$ cat config.mk
export PLATFORM = sky130hd
export DESIGN_NAME = input_debounce
export DESIGN_NICKNAME = d
export VERILOG_FILES = /design/src/rtl/input_debounce_pkg.sv /design/src/rtl/sync_chain.sv /design/src/rtl/input_debounce.sv
export SDC_FILE = /design/constraint.sdc
export NUM_CORES = 1
export LEC_CHECK = 0
export BUFFER_PORTS_ARGS = -buffer_cell sky130_fd_sc_hd__buf_2
export CAP_MARGIN = 25
export CORE_AREA = 3 3 40 42
export CTS_CLUSTER_DIAMETER = 150
export CTS_CLUSTER_SIZE = 12
export DETAILED_ROUTE_END_ITERATION = 10
export DIE_AREA = 0 0 43 45
export GPL_ROUTABILITY_DRIVEN = 1
export SETUP_SLACK_MARGIN = 0.02
export SLEW_MARGIN = 20
export SYNTH_ARGS = -nofsm -noshare
export SYNTH_HDL_FRONTEND = slang
export SYNTH_SLANG_ARGS = --single-unit
$ cat constraint.sdc
create_clock -name clk -period 1.3 [get_ports clk]
set_input_delay 0.065 -clock clk [delete_from_list [all_inputs] [get_ports clk]]
set_output_delay 0.065 -clock clk [all_outputs]
set_load 0.01 [all_outputs]
$ cat src/rtl/input_debounce_pkg.sv
// Shared types for the input debouncer: the qualification FSM state encoding.
package input_debounce_pkg;

   typedef enum logic [1:0] {IDLE_LO, WAIT_HI, IDLE_HI, WAIT_LO} db_state_t;

endpackage

$ cat src/rtl/sync_chain.sv
// Multi-flop synchroniser bringing an asynchronous bit into the clk domain.
// Latency STAGES cycles; no flow control, samples every cycle.
module sync_chain #(
   parameter int STAGES = 2
) (
   input  logic clk,
   input  logic rst,
   input  logic din,
   output logic dout
);

   logic [STAGES-1:0] chain_q;
   logic [STAGES-1:0] chain_d;

   always_comb begin
      chain_d = {chain_q[STAGES-2:0], din};
   end

   always_ff @(posedge clk or posedge rst) begin
      if (rst) begin
         chain_q <= '0;
      end else begin
         chain_q <= chain_d;
      end
   end

   assign dout = chain_q[STAGES-1];

endmodule

$ cat src/rtl/input_debounce.sv
// Synchronises and debounces a bouncy input into a clean level plus rise/fall pulses.
// Latency SYNC_STAGES+STABLE_CYCLES edges from raw capture to a_clean; no backpressure.
module input_debounce
   import input_debounce_pkg::*;
#(
   parameter int SYNC_STAGES   = 2,
   parameter int STABLE_CYCLES = 4
) (
   input  logic clk,
   input  logic reset,
   input  logic raw,
   output logic a_clean,
   output logic rise,
   output logic fall,
   output logic busy
);

   localparam int            CW       = $clog2(STABLE_CYCLES + 1);
   localparam logic [CW-1:0] CNT_LAST = CW'(STABLE_CYCLES - 1);

   logic            s;
   db_state_t       state_q, state_d;
   logic [CW-1:0]   cnt_q, cnt_d;
   logic            a_clean_q, a_clean_d;
   logic            rise_q, rise_d;
   logic            fall_q, fall_d;
   logic            busy_q, busy_d;

   sync_chain #(
      .STAGES (SYNC_STAGES)
   ) u_sync (
      .clk  (clk),
      .rst  (reset),
      .din  (raw),
      .dout (s)
   );

   always_ff @(posedge clk or posedge reset) begin
      if (reset) begin
         state_q   <= IDLE_LO;
         cnt_q     <= '0;
         a_clean_q <= 1'b0;
         rise_q    <= 1'b0;
         fall_q    <= 1'b0;
         busy_q    <= 1'b0;
      end else begin
         state_q   <= state_d;
         cnt_q     <= cnt_d;
         a_clean_q <= a_clean_d;
         rise_q    <= rise_d;
         fall_q    <= fall_d;
         busy_q    <= busy_d;
      end
   end

   // Any sample disagreeing with the candidate level drops straight back to IDLE,
   // so a bounce always restarts qualification from a count of one.
   always_comb begin
      state_d = state_q;
      cnt_d   = cnt_q;
      case (state_q)
         IDLE_LO: begin
            if (s) begin
               state_d = WAIT_HI;
               cnt_d   = CW'(1);
            end else begin
               cnt_d = '0;
            end
         end
         WAIT_HI: begin
            if (!s) begin
               state_d = IDLE_LO;
               cnt_d   = '0;
            end else if (cnt_q == CNT_LAST) begin
               state_d = IDLE_HI;
               cnt_d   = '0;
            end else begin
               cnt_d = cnt_q + CW'(1);
            end
         end
         IDLE_HI: begin
            if (!s) begin
               state_d = WAIT_LO;
               cnt_d   = CW'(1);
            end else begin
               cnt_d = '0;
            end
         end
         WAIT_LO: begin
            if (s) begin
               state_d = IDLE_HI;
               cnt_d   = '0;
            end else if (cnt_q == CNT_LAST) begin
               state_d = IDLE_LO;
               cnt_d   = '0;
            end else begin
               cnt_d = cnt_q + CW'(1);
            end
         end
         default: begin
            state_d = IDLE_LO;
            cnt_d   = '0;
         end
      endcase
   end

   // Outputs decode the next state so they register on the same edge as the transition.
   always_comb begin
      a_clean_d = (state_d == IDLE_HI) || (state_d == WAIT_LO);
      rise_d    = (state_q == WAIT_HI) && (state_d == IDLE_HI);
      fall_d    = (state_q == WAIT_LO) && (state_d == IDLE_LO);
      busy_d    = (state_d == WAIT_HI) || (state_d == WAIT_LO);
   end

   assign a_clean = a_clean_q;
   assign rise    = rise_q;
   assign fall    = fall_q;
   assign busy    = busy_q;

endmodule

After elaboration in Yosys (flattened, before gate mapping)
Index checks and enable logic that the tools add are counted.

Output and inout port bits: 4. Word-level logic and storage cells: 34. Input bits: 3. Bits in registers: 11.

Reduce and logical (&&, ||, !) cells: 6. Mux-type cells: 13. $add $sub $neg: 1. Equality and inequality tests: 7.

Operators with widths (number): 2-to-1 mux 2 bit (6); case mux 3 bit (4 select lines) (1); 2-to-1 mux 3 bit (3); == test 2 bit (second input constant) (4); case mux 2 bit (4 select lines) (1); == test 2 x 1 -> 1 bit (second input constant) (2); zero test 2 bit (2); adder 3 x 1 -> 3 bit (second input constant) (1); == test 3 x 2 -> 1 bit (second input constant) (1); logical AND 1 bit (2); logical OR 1 bit (2); 2-to-1 mux 1 bit (2).

Longest topological paths before layout
Word-level depth: 6. Mapped depth: 4. Gate-level depth less buffers: 4.

By module
Synthesis repeated with hierarchy kept, for this count alone.

Cell total of the unflattened synthesis: 27. Area, all modules: 406.6 sq um.

Modules (own cells, without submodules): input_debounce (instances 1, sequential area each 225.2 sq um, cells each 24, area an instance 352.8 sq um); sync_chain (instances 1, sequential area each 50.0 sq um, cells each 3, area an instance 53.8 sq um).

Worst setup path after synthesis
No wires, ideal clock.

Kind: register to register. Start: register cnt_q[0]. End: register a_clean_q (netlist: a_clean). Setup slack: 0.060 ns. Required time: 1.175 ns. Cell stages (with the launch flop): 5. Arrival: 1.116 ns. Cell sequence: dfrtp_1 -> ha_1 -> nor2b_2 -> nand2_2 -> mux2_2.

Cells in the longest elaborated chain, start to end: 6. Elaborated cells on any way between the ends: 9.

RTL lines: start, declared (line input_debounce.sv:23) `logic [CW-1:0] cnt_q, cnt_d;`; start signal, assigned (line input_debounce.sv:48) `cnt_q <= cnt_d;`; == test 3 x 2 -> 1 bit * (line input_debounce.sv:74, input_debounce.sv:93); 2-to-1 mux 2 bit, on equally long branches (line input_debounce.sv:93, input_debounce.sv:74); 2-to-1 mux 2 bit, on equally long branches (line input_debounce.sv:90, input_debounce.sv:71); case mux 2 bit (4 select lines) * (line input_debounce.sv:61) `case (state_q)`; == test 2 bit (line input_debounce.sv:109) `a_clean_d = (state_d == IDLE_HI) || (state_d == WAIT_LO);`; logical OR 1 bit * (line input_debounce.sv:109); named net a_clean_d (line input_debounce.sv:24) `logic a_clean_q, a_clean_d;`; end signal, assigned (line input_debounce.sv:49) `a_clean_q <= a_clean_d;`; end, declared (line input_debounce.sv:24).

Mark *: on every way through the listed nets, which the timed path passes. The rest lies on a longest branch.

Final worst setup path
Same ends and word-level chain as after synthesis.

==> results.yml <==
status:
  run_status: "finished clean"
setup_path:
  criticalPathCategory: "flip-flop to flip-flop"
  cp.arrival_ns: 1.34
  cp-end-kind: "flip-flop"
  worstReg2RegStart: "cnt_q[0]"
  r2r_cells: 4
  r2r-end: "a_clean"
  worstPathMaxFanout: 6
  r2r_slack_ns: 0.11
  start_kind: "flip-flop"
  cp_data_required_time_ns: 1.44
final_layout:
  design_area_um2: 513
  drive_above_1_share: 0.474
  n_antenna_cell: 0
  fin_nets: 43
  nFillCells: 132
  utilization: 0.399
  final_common_cell: "dfrtp_1"
  mostFrequentLayoutCells: "dfrtp_1 (11), buf_2 (6), and2_2 (3), clkbuf_4 (3)"
  syn2layout_area_growth_pct: 28.9
  finalNonFillerCells: 53
yosys:
  syn_inst: 26
  synth_top_family_by_area: "simple AND/OR/NAND/NOR gates"
  netlist_area_um2: 398
  synthAdderAreaFrac: 0.0314
  synth_seq_cells: 11
  synthMuxAreaShare: 0.0566
  yosys.area_share.simple: 0.176
  syn_area_per_cell_um2: 15.3
  yosys_warnings: 0
  synth_nets: 30
  seq_area_frac_synth: 0.692
  ys_types: 12
  synthXorXnorAreaFrac: 0.0220
  synth_compound_area_frac: 0.0126
sta:
  fmax_mhz: 838
  finalSetupViolCount: 0
  fin_worst_skew_ns: 0.00442
  worst_slew_pin_slew_ns: 0.391
  relSlewSlack: 0.739
  finalCritPeriodShare: 0.918
  finalHoldViolCount: 0
  fin_tns_setup_ns: 0
  rsz0062_at_grt: "no"
  period_needed_ns: 1.19
  drv_slew: 0
place:
  place_area_um2: 447
  routabilityCongestion: 0.669
  dpl.hpwl_um: 427
  dp_cells: 47
  portBuffers: 6
worst_hold_path:
  hp-class: "primary input to asynchronous set/reset pin"
die:
  initial_utilization: 0.310
  die_y_um: 45
  die_x_um: 43
  num_rows: 13
  die_area_mm2: 0.00194
  io_pins: 7
  coreArea_mm2: 0.00128
clock_network:
  cts_tree: "done"
  clk_latency_ns: 0.26
  cts_made_buffers: 3
  cts_num_sinks: 11
  postCtsSetupBuffers: 0
  path_clk_slew_ns: 0.07
  cts.htree.levels: 1
  clk_path_buf_depth: 2
  cts-root-buf: "clkbuf_4"
global_routing:
  grt_max_degree: 12
  grt_pass1_wl_um: 1150
  antenna_found_initial: 0
  grt_pass1_vias: 261
  overflow: 0
  track_usage: 0.0864
pwr:
  ir_drop_mv: 0.741
  leakage_nw: 0.263
  powerDensity_mw_per_mm2: 1930
detailed_routing:
  ant_nets: 0
  drc_errors: 0
  drt-vias-per-instance: 4.28
  vias: 227
  drt_pass1_iterations: 3
  routedWlPerCell_um: 12.3
  wirelength_um: 650
  drt_iter0_drc: 1
run:
  maxCapViolations: 0
-- flip-flops by register name, indices dropped and copies added, names as in the netlist --
signal          count
u_sync.chain_q      2
cnt_q               3
state_q             2
busy                1
rise                1
a_clean             1
fall                1
-- kinds of logic after synthesis --
| group | after synthesis |
|---|---|
| AOI/OAI and AO/OA | 1 |
| buffers and inverters | 1 |
| xor gates and xnor gates | 1 |
| and+or+nand+nor | 9 |
| DFF | 11 |
| adders and majority gates | 1 |
| muxes | 2 |
-- synth_stat cells (all sizes together) --
master | n | share of area
nand2 | 1 | 0.016
inv | 1 | 0.0094
ha | 1 | 0.031
mux2 | 2 | 0.057
o21ai | 1 | 0.013
dfrtp | 11 | 0.69
nor3b | 2 | 0.038
and3 | 1 | 0.019
xor2 | 1 | 0.022
and2 | 3 | 0.057
nor2b | 1 | 0.022
and4b | 1 | 0.025
-- worst max-delay path by stage --
| stage | end | cells after the start | slack [ns] | startpoint |
|---|---|---|---|---|
| 3_5_place_dp | a_clean | 4 | -0.02 | cnt_q[0] |
| 2_1_floorplan | a_clean | 4 | 0.06 | cnt_q[0] |
| 4_1_cts | a_clean | 4 | 0.02 | cnt_q[0] |
| 6_report | a_clean | 4 | 0.11 | cnt_q[0] |
| 3_3_place_gp | a_clean | 4 | 0.02 | cnt_q[0] |
| 5_1_grt | a_clean | 4 | 0.04 | cnt_q[0] |
-- worst max-delay path, cell delays in order, from the launching register on --
cell and delay (ns):
dfrtp_1 0.38, ha_2 0.18, nor2b_4 0.13, nand2_4 0.09, mux2_4 0.30
-- what timing repair did --
item | 4_1_cts | 5_1_grt
pin swaps | 1 | 1
setup endpoints to repair | 2 | 2
gates resized for setup | 3 | 2
hold buffers | 2 | 0
endpoints found under the hold margin | 12 | 0
-- power breakdown --
part | switching, mW | internal, mW
sequential | 0.0652 | 0.436
clock | 0.107 | 0.118
combinational | 0.108 | 0.158
-- area by class of cell --
cell class                 instances  area [um2]  share of cell area
inverter                           1        3.75             0.00732
clock buffer                       4        26.3              0.0512
multi-input combinational         14         139               0.271
sequential                        11         275               0.537
timing repair buffer               8        50.0              0.0976
tap                               15        18.8              0.0366
-- through the flow --
step           power, mW  hold WS (ns)  worst slack, ns
5_1_grt             1.06         0.377           0.0368
6_report           0.992         0.321            0.107
3_5_place_dp       0.729        0.0674          -0.0224
3_3_place_gp       0.702        0.0556           0.0162
2_1_floorplan      0.647       -0.0826           0.0597
4_1_cts            0.990         0.336           0.0166
-- metal layers --
layer,track usage,share of wire
met1,0.0964,0.43
met2,0.138,0.51
met3,0.0239,0.043
met4,0.0723,0.0092
met5,0,0
No activity file was read; power rests on OpenSTA's default activity.
